--- config.mk ---
export PLATFORM = sky130hd
export DESIGN_NAME = fir_chan_scheduler_flat
export DESIGN_NICKNAME = d
export VERILOG_FILES = /design/src/rtl/fir_chan_scheduler_if.sv /design/src/rtl/fir_chan_scheduler.sv /design/src/flat_wrapper.sv
export SDC_FILE = /design/constraint.sdc
export NUM_CORES = 1
export LEC_CHECK = 0
export CAP_MARGIN = 15
export CORE_ASPECT_RATIO = 0.9
export CORE_MARGIN = 4
export CORE_UTILIZATION = 51
export CTS_BUF_LIST = sky130_fd_sc_hd__clkbuf_8
export DETAILED_ROUTE_END_ITERATION = 10
export PLACE_DENSITY_LB_ADDON = 0.2
export SYNTH_ARGS = -nofsm -noshare
export SYNTH_HDL_FRONTEND = slang
export SYNTH_SLANG_ARGS = --single-unit
--- constraint.sdc ---
create_clock -name clk -period 6.24 [get_ports clk]
set_input_delay 1.248 -clock clk [delete_from_list [all_inputs] [get_ports clk]]
set_output_delay 1.248 -clock clk [all_outputs]
set_load 0.02 [all_outputs]
--- src/rtl/fir_chan_scheduler_if.sv ---
// Channel-side and FIR-IP-side signal bundle for fir_chan_scheduler.
// The scheduler connects through the slave modport and its environment through master.
interface fir_chan_scheduler_if #(
  parameter int NCH = 4
);
  localparam int CW = $clog2(NCH);

  logic        [NCH*16-1:0] ch_data;
  logic        [NCH-1:0]    ch_valid;
  logic        [NCH-1:0]    ch_ready;
  logic signed [15:0]       ast_sink_data;
  logic                     ast_sink_valid;
  logic signed [31:0]       ast_source_data;
  logic                     ast_source_valid;
  logic signed [31:0]       out_data;
  logic        [CW-1:0]     out_chan;
  logic                     out_valid;

  modport slave (
    input  ch_data, ch_valid, ast_source_data, ast_source_valid,
    output ch_ready, ast_sink_data, ast_sink_valid, out_data, out_chan, out_valid
  );

  modport master (
    output ch_data, ch_valid, ast_source_data, ast_source_valid,
    input  ch_ready, ast_sink_data, ast_sink_valid, out_data, out_chan, out_valid
  );
endinterface

--- src/rtl/fir_chan_scheduler.sv ---
// Time-multiplexes NCH sample channels onto one FIR IP: round-robin issue,
// in-order tag FIFO to route each FIR result back to its source channel.
module fir_chan_scheduler #(
  parameter int NCH   = 4,
  parameter int DEPTH = 16
) (
  input  logic                   clk,
  input  logic                   reset,
  input  logic                   enable,
  fir_chan_scheduler_if.slave    bus,
  output logic                   busy,
  output logic                   err_orphan
);
  localparam int CW = $clog2(NCH);
  localparam int AW = $clog2(DEPTH);
  localparam logic [AW:0] FULL = (AW+1)'(DEPTH);

  typedef enum logic [1:0] {IDLE, RUN, DRAIN} mode_t;

  mode_t              mode;
  logic [CW-1:0]      rr_ptr;
  logic [CW-1:0]      grant;
  logic [CW-1:0]      idx;
  logic               found;
  logic               grant_ok;
  logic               xfer;
  logic               pop;
  logic [AW:0]        count;
  logic [AW:0]        count_nxt;
  logic [AW-1:0]      wr_ptr;
  logic [AW-1:0]      rd_ptr;
  logic [CW-1:0]      tag_mem [DEPTH];
  logic signed [15:0] sample;

  logic signed [15:0] sink_data_p1;
  logic               sink_vld_p1;
  logic signed [31:0] out_data_p1;
  logic [CW-1:0]      out_chan_p1;
  logic               out_vld_p1;
  logic               busy_p1;
  logic               err_p1;

  // Mode is a pure function of enable and occupancy; only RUN may grant.
  always_comb begin
    if (enable)            mode = RUN;
    else if (count != '0)  mode = DRAIN;
    else                   mode = IDLE;
  end

  // Full is judged on the pre-edge count, so a pop in the same cycle does not reopen grants.
  assign grant_ok = !reset && (mode == RUN) && (count < FULL);

  always_comb begin
    grant = rr_ptr;
    idx   = rr_ptr;
    found = 1'b0;
    for (int i = 0; i < NCH; i++) begin
      idx = rr_ptr + CW'(i);
      if (!found && bus.ch_valid[idx]) begin
        grant = idx;
        found = 1'b1;
      end
    end
  end

  assign xfer   = grant_ok && found;
  assign pop    = bus.ast_source_valid && (count != '0);
  assign sample = bus.ch_data[{grant, 4'b0000} +: 16];

  always_comb begin
    bus.ch_ready = '0;
    if (xfer) bus.ch_ready[grant] = 1'b1;
  end

  always_comb begin
    count_nxt = count;
    if (xfer && !pop)      count_nxt = count + (AW+1)'(1);
    else if (pop && !xfer) count_nxt = count - (AW+1)'(1);
  end

  // Tag storage carries no control meaning, so it needs no reset.
  always_ff @(posedge clk) begin
    if (xfer) tag_mem[wr_ptr] <= grant;
  end

  // Stage p1: issue to FIR sink and route returning results.
  always_ff @(posedge clk) begin
    if (reset) begin
      rr_ptr       <= '0;
      wr_ptr       <= '0;
      rd_ptr       <= '0;
      count        <= '0;
      sink_vld_p1  <= 1'b0;
      sink_data_p1 <= '0;
      out_vld_p1   <= 1'b0;
      out_data_p1  <= '0;
      out_chan_p1  <= '0;
      busy_p1      <= 1'b0;
      err_p1       <= 1'b0;
    end else begin
      sink_vld_p1 <= xfer;
      out_vld_p1  <= pop;
      count       <= count_nxt;
      busy_p1     <= (count_nxt != '0);
      if (xfer) begin
        sink_data_p1 <= sample;
        wr_ptr       <= wr_ptr + AW'(1);
        rr_ptr       <= grant + CW'(1);
      end
      if (pop) begin
        out_data_p1 <= bus.ast_source_data;
        out_chan_p1 <= tag_mem[rd_ptr];
        rd_ptr      <= rd_ptr + AW'(1);
      end
      if (bus.ast_source_valid && (count == '0)) err_p1 <= 1'b1;
    end
  end

  assign bus.ast_sink_data  = sink_data_p1;
  assign bus.ast_sink_valid = sink_vld_p1;
  assign bus.out_data       = out_data_p1;
  assign bus.out_chan       = out_chan_p1;
  assign bus.out_valid      = out_vld_p1;
  assign busy               = busy_p1;
  assign err_orphan         = err_p1;
endmodule

--- src/flat_wrapper.sv ---
// flat-port wrapper written by rule: the top's interface ports become plain ports
module fir_chan_scheduler_flat 
#(
  parameter int NCH   = 4,
  parameter int DEPTH = 16
)
  (clk, reset, enable, busy, err_orphan, bus_ch_data, bus_ch_valid, bus_ast_source_data, bus_ast_source_valid, bus_ch_ready, bus_ast_sink_data, bus_ast_sink_valid, bus_out_data, bus_out_chan, bus_out_valid);
  fir_chan_scheduler_if #(.NCH(NCH)) bus_i ();
  input  logic clk;
  input  logic reset;
  input  logic enable;
  output logic busy;
  output logic err_orphan;
  input wire logic [$bits(bus_i.ch_data)-1:0] bus_ch_data;
  input wire logic [$bits(bus_i.ch_valid)-1:0] bus_ch_valid;
  input wire logic [$bits(bus_i.ast_source_data)-1:0] bus_ast_source_data;
  input wire logic [$bits(bus_i.ast_source_valid)-1:0] bus_ast_source_valid;
  output wire logic [$bits(bus_i.ch_ready)-1:0] bus_ch_ready;
  output wire logic [$bits(bus_i.ast_sink_data)-1:0] bus_ast_sink_data;
  output wire logic [$bits(bus_i.ast_sink_valid)-1:0] bus_ast_sink_valid;
  output wire logic [$bits(bus_i.out_data)-1:0] bus_out_data;
  output wire logic [$bits(bus_i.out_chan)-1:0] bus_out_chan;
  output wire logic [$bits(bus_i.out_valid)-1:0] bus_out_valid;
  assign bus_i.ch_data = bus_ch_data;
  assign bus_i.ch_valid = bus_ch_valid;
  assign bus_i.ast_source_data = bus_ast_source_data;
  assign bus_i.ast_source_valid = bus_ast_source_valid;
  assign bus_ch_ready = bus_i.ch_ready;
  assign bus_ast_sink_data = bus_i.ast_sink_data;
  assign bus_ast_sink_valid = bus_i.ast_sink_valid;
  assign bus_out_data = bus_i.out_data;
  assign bus_out_chan = bus_i.out_chan;
  assign bus_out_valid = bus_i.out_valid;
  fir_chan_scheduler #(.NCH(NCH), .DEPTH(DEPTH)) u_core (.clk(clk), .reset(reset), .enable(enable), .bus(bus_i), .busy(busy), .err_orphan(err_orphan));
endmodule
Word level (Yosys, flattened, before mapping)
Memory sizes are Yosys's and may differ from the RTL's. A register that Yosys moved wholly into a read port is not among the register bits. Cells that the tools add are included.

Memories kept: 1. Flip-flop bits (word level): 67. Memory bits (read-only): 0. Latch bits: 0. Memory bits (writable): 32. Output and inout port bits: 58.

Equal/unequal tests: 1. Magnitude comparators: 7. Div/mod/pow operators: 0. Shifts and indexed selects: 1. Multipliers: 0. Bitwise logic cells: 0. Reduce and logical (&&, ||, !) cells: 20. Muxes and demuxes: 24. $add $sub $neg: 8.

Memories: u_core.tag_mem (depth 16, width 2, read ports 1, clocked after memory_dff 1, wr ports 1, line fir_chan_scheduler.sv:32) `logic [CW-1:0] tag_mem [DEPTH];`.

Operator list (number): $shiftx 64x7->16 (1); $lt 2x3->1 const B (5); $logic_and 1x1->1 (11); $mux 1 (11); $mux 2 (5); $mux 5 (2); $reduce_bool 5->1 (2); $add 4x1->4 const B (2); $bmux 1 s2 (4); $logic_not 1->1 (6); $add 5x1->5 const B (1); $logic_not 5->1 (1); $lt 5x5->1 const B (1); $sub 5x1->5 const B (1); $add 2x1->2 const B (2); $add 2x2->2 const B (2); $mux 4 (1); $demux 1 s2 (1); $eq 2x1->1 const B (1); $ge 2x1->1 const B (1).

Longest topological paths before layout
Gate-level depths: netlist of run 1.

Word-level depth: 18. Mapped depth: 9. Mapped depth without buffers: 7.

Least setup slack after synthesis of run 1
OpenSTA, ideal clock, no wires.

Kind: input to output. Start: input bus_ch_valid[0]. End: output bus_ch_ready[1]. Arrival time: 2.906 ns. Buffers on the path: 2. Slack: 2.086 ns. Stages on the path: 8. Cells stage by stage: nor2b_1 > nor4_2 > or2_1 > clkbuf_1 > buf_2 > inv_1 > ha_1 > and3_1.

Word-level cells in the longest chain between the ends: 17. Elaborated cells between the ends (all ways): 28. Classes of those cells: order compare: 2; mux: 18; reduce/logical: 8.

RTL lines: start: declaration (line flat_wrapper.sv:15) `input wire logic [$bits(bus_i.ch_valid)-1:0] bus_ch_valid;`; $bmux 1 s2 (line fir_chan_scheduler.sv:59) `if (!found && bus.ch_valid[idx]) begin`; $mux 1 (implied by the code) (line fir_chan_scheduler.sv:59); $mux 1 (line fir_chan_scheduler.sv:59); $logic_not 1->1 (line fir_chan_scheduler.sv:59); $logic_and 1x1->1 (line fir_chan_scheduler.sv:59); $mux 1 (line fir_chan_scheduler.sv:59); $logic_not 1->1 (line fir_chan_scheduler.sv:59); $logic_and 1x1->1 (line fir_chan_scheduler.sv:59); [... 2 more ...]; $logic_and 1x1->1 (line fir_chan_scheduler.sv:59); $mux 2 * (line fir_chan_scheduler.sv:59); via u_core.grant[1] (line fir_chan_scheduler.sv:22) `logic [CW-1:0] grant;`; $lt 2x3->1 (implied by the code) or $ge 2x1->1 (tied branches) (line fir_chan_scheduler.sv:72) `if (xfer) bus.ch_ready[grant] = 1'b1;`; $logic_and 1x1->1 (implied by the code) (line fir_chan_scheduler.sv:72); $mux 1 (implied by the code) (line fir_chan_scheduler.sv:72); $demux 1 s2 *; $mux 4 * (line fir_chan_scheduler.sv:72); end: declaration (line flat_wrapper.sv:18) `output wire logic [$bits(bus_i.ch_ready)-1:0] bus_ch_ready;`.

The timed path passes the listed nets; every way through them passes the cells marked *. The select of a mux whose other input is x is not followed.

Worst setup path after layout of run 1
Start: input bus_ch_valid[2]. End: output bus_ch_ready[2].

Word-level cells in the longest chain between the ends: 17. Elaborated cells between the ends (all ways): 28. Classes of those cells: order compare: 2; mux: 18; reduce/logical: 8.

RTL lines (line): $bmux 1 s2 (fir_chan_scheduler.sv:59); $mux 1 (implied by the code) (fir_chan_scheduler.sv:59); $mux 1 (fir_chan_scheduler.sv:59); $logic_not 1->1 (fir_chan_scheduler.sv:59); $logic_and 1x1->1 (fir_chan_scheduler.sv:59); $mux 1 (fir_chan_scheduler.sv:59); $logic_not 1->1 (fir_chan_scheduler.sv:59); $logic_and 1x1->1 (fir_chan_scheduler.sv:59); $mux 1 (fir_chan_scheduler.sv:59); $logic_not 1->1 (fir_chan_scheduler.sv:59); $logic_and 1x1->1 (fir_chan_scheduler.sv:59); $mux 2 (fir_chan_scheduler.sv:59); $lt 2x3->1 (implied by the code) or $ge 2x1->1 (tied branches) (fir_chan_scheduler.sv:72); $logic_and 1x1->1 (implied by the code) (fir_chan_scheduler.sv:72); $mux 1 (implied by the code) (fir_chan_scheduler.sv:72); $demux 1 s2; $mux 4 * (fir_chan_scheduler.sv:72).

Every way passes the cells marked *; elsewhere a longest branch is shown, timed or not. The select of a mux whose other input is x is not followed.

==> run_results.csv, run 1 <==
group,metric,value,unit
status,outcome,"finished clean",
routing,postRouteAntennaNets,0,
yosys,synth.top_cell.area_share,0.292,
sta,period_needed,5.49,ns
routing,dr.pass1.iters,4,
clock_tree,cts_max_path_buffers,2,
yosys,syn_nets,595,
yosys,synth_area,4720,µm²
global_route,grt-ovfl-total,0,
floorplan,pin_count,162,
floorplan,die_x,109,µm
sta,whs,0.457,ns
sta,fin_crit_sh,0.880,
clock_tree,post-cts-setup-buffers,0,
sta,skew,0.0122,ns
yosys,synth_cell_type_count,49,
yosys,avgSynthCellArea,9.86,µm²
global_route,antenna_found_initial,0,
global_route,gr-usage-all-layers,0.232,
sta,slew_headroom,0.545,
placement,hpwl,8.80,mm
sta,setup_total_negative_slack,0,ns
clock_tree,cts_resized,0,
yosys,synthTopCellsByArea,"dfxtp_1 (29%), edfxtp_1 (20%), nand2_1 (6.6%), a211oi_1 (5.4%), nor3b_1 (5.2%)",
worst_setup_path,cp-end-kind,"output pin",
sta,rsz0062_at_grt,"false",
yosys,synth_flop_cell,"dfxtp_1",
routing,drt_iter0_drc,263,
yosys,ys_warn_count,0,
yosys,ys_ff_latch,101,
routing,dr_wl_met2,6.28,mm
clock_tree,hold_buffers,0,
layout,syn_to_final_growth,39.3,%
min_path,hold_class,"reg2reg",
floorplan,rows,33,
worst_setup_path,cp_data_arrival_time,4.24,ns
clock_tree,insertion_delay,0.37,ns
pwr,ir_worst_vdd,0.000259,V
yosys,synth_edf_count,32,
placement,gp_congestion,0.837,
sta,hold_viol_final,0,
worst_setup_path,cp.required,4.99,ns
pwr,powerDensity,347,nW/µm²
worst_setup_path,worst-path-max-fanout,36,
yosys,seq_area_frac_synth,0.496,
worst_setup_path,start_kind,"input port",
pwr,power.leakage,0.00226,µW
layout,drive_gt1_frac,0.0657,
clock_tree,htreeDepth,3,
yosys,synth_cells,479,
flow_run,cap_viol_max_count,0,
routing,highest_layer,"met4",
yosys,synth_top_area_cell,"dfxtp_1",
clock_tree,clk_pin_slew,0.10,ns
floorplan,die_h,99.3,µm
clock_tree,cts_sinks,101,
global_route,grt_max_degree,70,
sta,setup_viol,0,
pwr,total_power,2280,µW
placement,place_ws,0.788,ns
yosys,synth-async-reset-ratio,0,
floorplan,start_util,0.520,
clock_tree,cts_tree,"yes",
sta,report.final.slew_viol_count,0,
routing,wl_met1,4.78,mm
routing,post_drt_wl_per_cell,16.5,µm
placement,dpl-instance-area,6380,µm²
global_route,grt_pass1_vias,4178,
layout,nets,735,
sta,worstMarginPinSlew,0.683,ns
clock_tree,numCtsBuffers,9,
layout,design_area,6580,µm²
sta,clock.fmax,182,MHz
global_route,grt_pass1_wl,20.0,mm
clock_tree,cts-root-buf,"clkbuf_8",
routing,met3RoutedLength,931,µm
routing,viasPerCell,5.44,
placement,portBuffers,161,
layout,n_fill_cell,680,
worst_setup_path,setup.worst_path.class,"in2out",
routing,finalWirelength,12.3,mm
floorplan,die_area,10900,µm²
sta,fin_ws,0.751,ns
layout,antennaDiodeCount,0,
routing,num_vias,4057,
floorplan,core-area,9080,µm²
routing,remaining_drc_errors,0,
## area by class of cell
type	instances	area, µm²	share of cell area
Sequential cell	101	2340	0.356
Multi-Input combinational cell	331	2200	0.334
Timing Repair Buffer	168	1660	0.252
Tap cell	122	153	0.0232
Clock buffer	9	124	0.0188
Clock inverter	7	75.1	0.0114
Inverter	8	30.0	0.00456
## final timing paths
| check | start | to | slack (ns) | cells past startpoint |
|---|---|---|---|---|
| max | bus_ch_valid[2] | bus_ch_ready[2] | 0.75 | 9 |
| min | u_core.bus.out_chan[1] | u_core.bus.out_chan[1] | 0.46 | 2 |
| max reg2reg | u_core.count[4] | u_core.tag_mem[3][1] | 3.71 | 6 |
| min reg2reg | u_core.bus.out_chan[1] | u_core.bus.out_chan[1] | 0.46 | 2 |
## sequential cells by signal, summed over array words and instances, names as in the netlist
name	cells
u_core.err_orphan	1
u_core.bus.out_data	32
u_core.rr_ptr	2
u_core.bus.out_valid	1
u_core.rd_ptr	4
u_core.wr_ptr	4
u_core.bus.out_chan	2
u_core.count	5
u_core.busy	1
u_core.bus.ast_sink_valid	1
u_core.tag_mem	32
u_core.bus.ast_sink_data	16
## layer usage
metal  global-route usage  vias to the layer above
li1                     -                     1998
met3               0.0759                       26
met1                0.270                     1901
met2                0.397                      132
met4               0.0834                        0
met5                    0                        -
## through the flow
stage / cells / util
floorplan: 479 / -
global placement: 730 / 0.703
detailed placement: 730 / 0.703
CTS: 746 / 0.725
global route: 746 / 0.725
finish: 746 / 0.725
## worst max-delay path: stages
cell             delay, ns
clkdlybuf4s50_1       0.48
nor2b_1               0.18
o21ai_0               0.18
o211a_1               0.18
buf_4                 0.34
clkinv_1              0.53
ha_1                  0.41
and3_1                0.15
clkdlybuf4s50_1       0.53
## synthesized netlist by cell type, drive strengths merged (2+ instances only)
library cell / instances
ha: 12
nand3: 2
nor4: 2
nand2b: 2
and2: 4
nor3: 7
and3: 4
buf: 14
xor2: 6
nor2b: 3
a21oi: 40
nor3b: 33
dfxtp: 69
o21ai: 2
xnor2: 5
o31ai: 16
nand3b: 16
edfxtp: 32
inv: 7
a211oi: 34
nand4: 2
nor2: 30
clkbuf: 25
mux4: 11
nand2: 83
## report_power, final
part / internal (µW) / switching [µW]
combinational: 452 / 510
clock: 188 / 234
sequential: 801 / 95.4
## cell families (layout without fill, tap and decap cells)
| family | Yosys count | count (layout) | share of synthesized area |
|---|---|---|---|
| compound gates | 100 | 100 | 0.140 |
| xor+xnor | 11 | 11 | 0.0204 |
| fa+ha+maj | 13 | 13 | 0.0339 |
| buf+inv | 47 | 192 | 0.0405 |
| flops | 101 | 101 | 0.496 |
| mux | 12 | 12 | 0.0546 |
| simple gates | 195 | 195 | 0.215 |
## placed cells by master (no fill, tap or decap), drive strengths merged, types with 8 or more instances in the layout
master,netlist,routed
nor2,30,30
edfxtp,32,32
mux4,11,11
dfxtp,69,69
nand3b,16,16
clkdlybuf4s50,0,160
clkbuf,25,9
o31ai,16,16
ha,12,12
nor3b,33,33
inv,7,10
a21oi,40,40
nand2,83,83
a211oi,34,34
buf,14,8
Note: power is estimated with default switching activity, not from simulation.
==> run 2, diff against run 1 <==
Settings changed: CORE_MARGIN 4 to 2.
==> run 2 against run 1 <==
Against the previous run: utilization rose by 0.19 points; combinational power barely moved; cell count did not move; non-clock buffer count did not move; largest cell class unchanged; sequential cell count did not move; global-route usage rose by 0.65 points.
==> run_results.csv, run 2 (synthesis gave the netlist of run 1 again) <==
group,metric,value,unit
sta,skew,0.0177,ns
routing,viasPerCell,5.41,
routing,met3RoutedLength,760,µm
sta,rsz0062_at_grt,"false",
layout,drive_gt1_frac,0.0673,
sta,setup_total_negative_slack,0,ns
routing,drt_iter0_drc,281,
status,outcome,"finished clean",
clock_tree,cts_max_path_buffers,2,
worst_setup_path,critical-path-top-delay-family,"buffers and inverters",
clock_tree,cts_resized,0,
floorplan,die_area,10000,µm²
floorplan,core-area,9040,µm²
layout,nets,735,
placement,hpwl,8.29,mm
routing,remaining_drc_errors,0,
layout,antennaDiodeCount,0,
clock_tree,cts_sinks,101,
worst_setup_path,setup.worst_path.class,"in2out",
clock_tree,clk_pin_slew,0.10,ns
placement,portBuffers,161,
global_route,antenna_found_initial,0,
worst_setup_path,start_kind,"input port",
placement,gp_congestion,0.804,
clock_tree,numCtsBuffers,9,
floorplan,rows,33,
pwr,ir_worst_vdd,0.000215,V
sta,worstMarginPinSlew,0.684,ns
sta,hold_viol_final,0,
routing,post_drt_wl_per_cell,16.0,µm
worst_setup_path,cp_data_arrival_time,3.84,ns
floorplan,pin_count,162,
worst_setup_path,cp.required,4.99,ns
global_route,grt_pass1_vias,4035,
layout,layout_common_cells,"clkdlybuf4s50_1 (160), nand2_1 (83), dfxtp_1 (69), a21oi_1 (40), a211oi_1 (34)",
worst_setup_path,critPathBufInv,3,
worst_setup_path,cp-end-kind,"output pin",
pwr,powerDensity,344,nW/µm²
routing,wl_met1,4.94,mm
placement,dpl.cell_count,730,
worst_setup_path,cp_cell_sequence,"clkdlybuf4s50_1 > nor2b_1 > o21ai_0 > o211a_1 > clkinv_1 > ha_1 > and3_1 > clkdlybuf4s50_1",
sta,setup_viol,0,
floorplan,start_util,0.522,
routing,highest_layer,"met4",
global_route,grt-ovfl-total,0,
clock_tree,cts-root-buf,"clkbuf_8",
worst_setup_path,worst_path_largest_cell_delay,0.59,ns
layout,finalNonFillerCells,746,
flow_run,cap_viol_max_count,0,
sta,period_needed,5.09,ns
global_route,grt_max_degree,70,
pwr,power.leakage,0.00226,µW
global_route,grt_pass1_wl,19.1,mm
sta,slew_headroom,0.544,
layout,multiInputGateArea,2200,µm²
clock_tree,post-cts-setup-buffers,0,
min_path,hold_class,"reg2reg",
global_route,gr-usage-all-layers,0.238,
layout,regArea,2340,µm²
sta,clock.fmax,197,MHz
sta,report.final.slew_viol_count,0,
floorplan,die_h,95.3,µm
worst_setup_path,worst-path-max-fanout,18,
layout,layout_commonest_cell,"clkdlybuf4s50_1",
clock_tree,cts_tree,"yes",
routing,finalWirelength,11.9,mm
routing,dr.pass1.iters,4,
floorplan,die_x,105,µm
clock_tree,hold_buffers,0,
clock_tree,insertion_delay,0.37,ns
layout,syn_to_final_growth,39.1,%
clock_tree,htreeDepth,3,
routing,postRouteAntennaNets,0,
routing,dr_wl_met2,6.02,mm
worst_setup_path,cp_slowest_cell,"clkdlybuf4s50_1",
routing,num_vias,4036,
layout,n_fill_cell,641,
worst_setup_path,cp_common_cell,"clkdlybuf4s50_1",
sta,fin_crit_sh,0.815,
==> run 2: changes by cell type in the layout (fill, tap and decap cells not counted), sizes merged <==
| cell | delta |
|---|---|
| bufinv | -1 |
| clkinvlp | -1 |
| inv | +2 |
==> run 2: worst reg2reg max path, cell delays in order, from the launching register on <==
cell     delay, ns
dfxtp_1       0.39
inv_1         0.13
ha_1          0.20
or4b_4        0.48
and2_4        0.32
and2_0        0.20
mux4_2        0.48
a41oi_2       0.19
==> run 2: cell type report <==
class | instances | share of cell area
flip-flops and latches | 101 | 0.357
multi-input cells | 331 | 0.335
repair buffers | 168 | 0.253
well taps | 122 | 0.0232
clock buffers | 9 | 0.0189
clock inverters | 7 | 0.00952
inverters | 8 | 0.00457
==> run 2: layer usage <==
metal	vias up	global-route usage
li1	1997	-
met1	1890	0.283
met3	20	0.0649
met5	-	0
met2	129	0.416
met4	0	0.0889
==> run 2: worst paths after layout <==
kind	from	slack, ns	to	cells past startpoint
hold / removal	u_core.bus.out_chan[1]	0.46	u_core.bus.out_chan[1]	2
setup / recovery	bus_ch_valid[3]	1.15	bus_ch_ready[0]	8
setup reg to reg	u_core.count[0]	3.78	u_core.busy	7
hold reg to reg	u_core.bus.out_chan[1]	0.46	u_core.bus.out_chan[1]	2
==> run 2: where the power goes <==
group          internal [µW]  total, µW  leakage (µW)  switching, µW
Combinational            453        961       0.00130            508
Sequential               801        898      0.000857           96.7
Clock                    156        404     0.0000999            249
Total                   1410       2260       0.00226            853
==> run 2: per-stage QoR <==
stage / setup WS (ns) / hold WS (ns) / utilization / area, µm² / total power, µW
6_report: 1.15 / 0.459 / 0.726 / 6570 / 2260
3_5_place_dp: 1.17 / 0.445 / 0.706 / 6380 / 1870
5_1_grt: 0.950 / 0.479 / 0.726 / 6570 / 2400
3_3_place_gp: 1.30 / 0.441 / 0.706 / 6380 / 1850
4_1_cts: 1.13 / 0.460 / 0.726 / 6570 / 2280
2_1_floorplan: 2.09 / 0.480 / - / 4720 / 1510
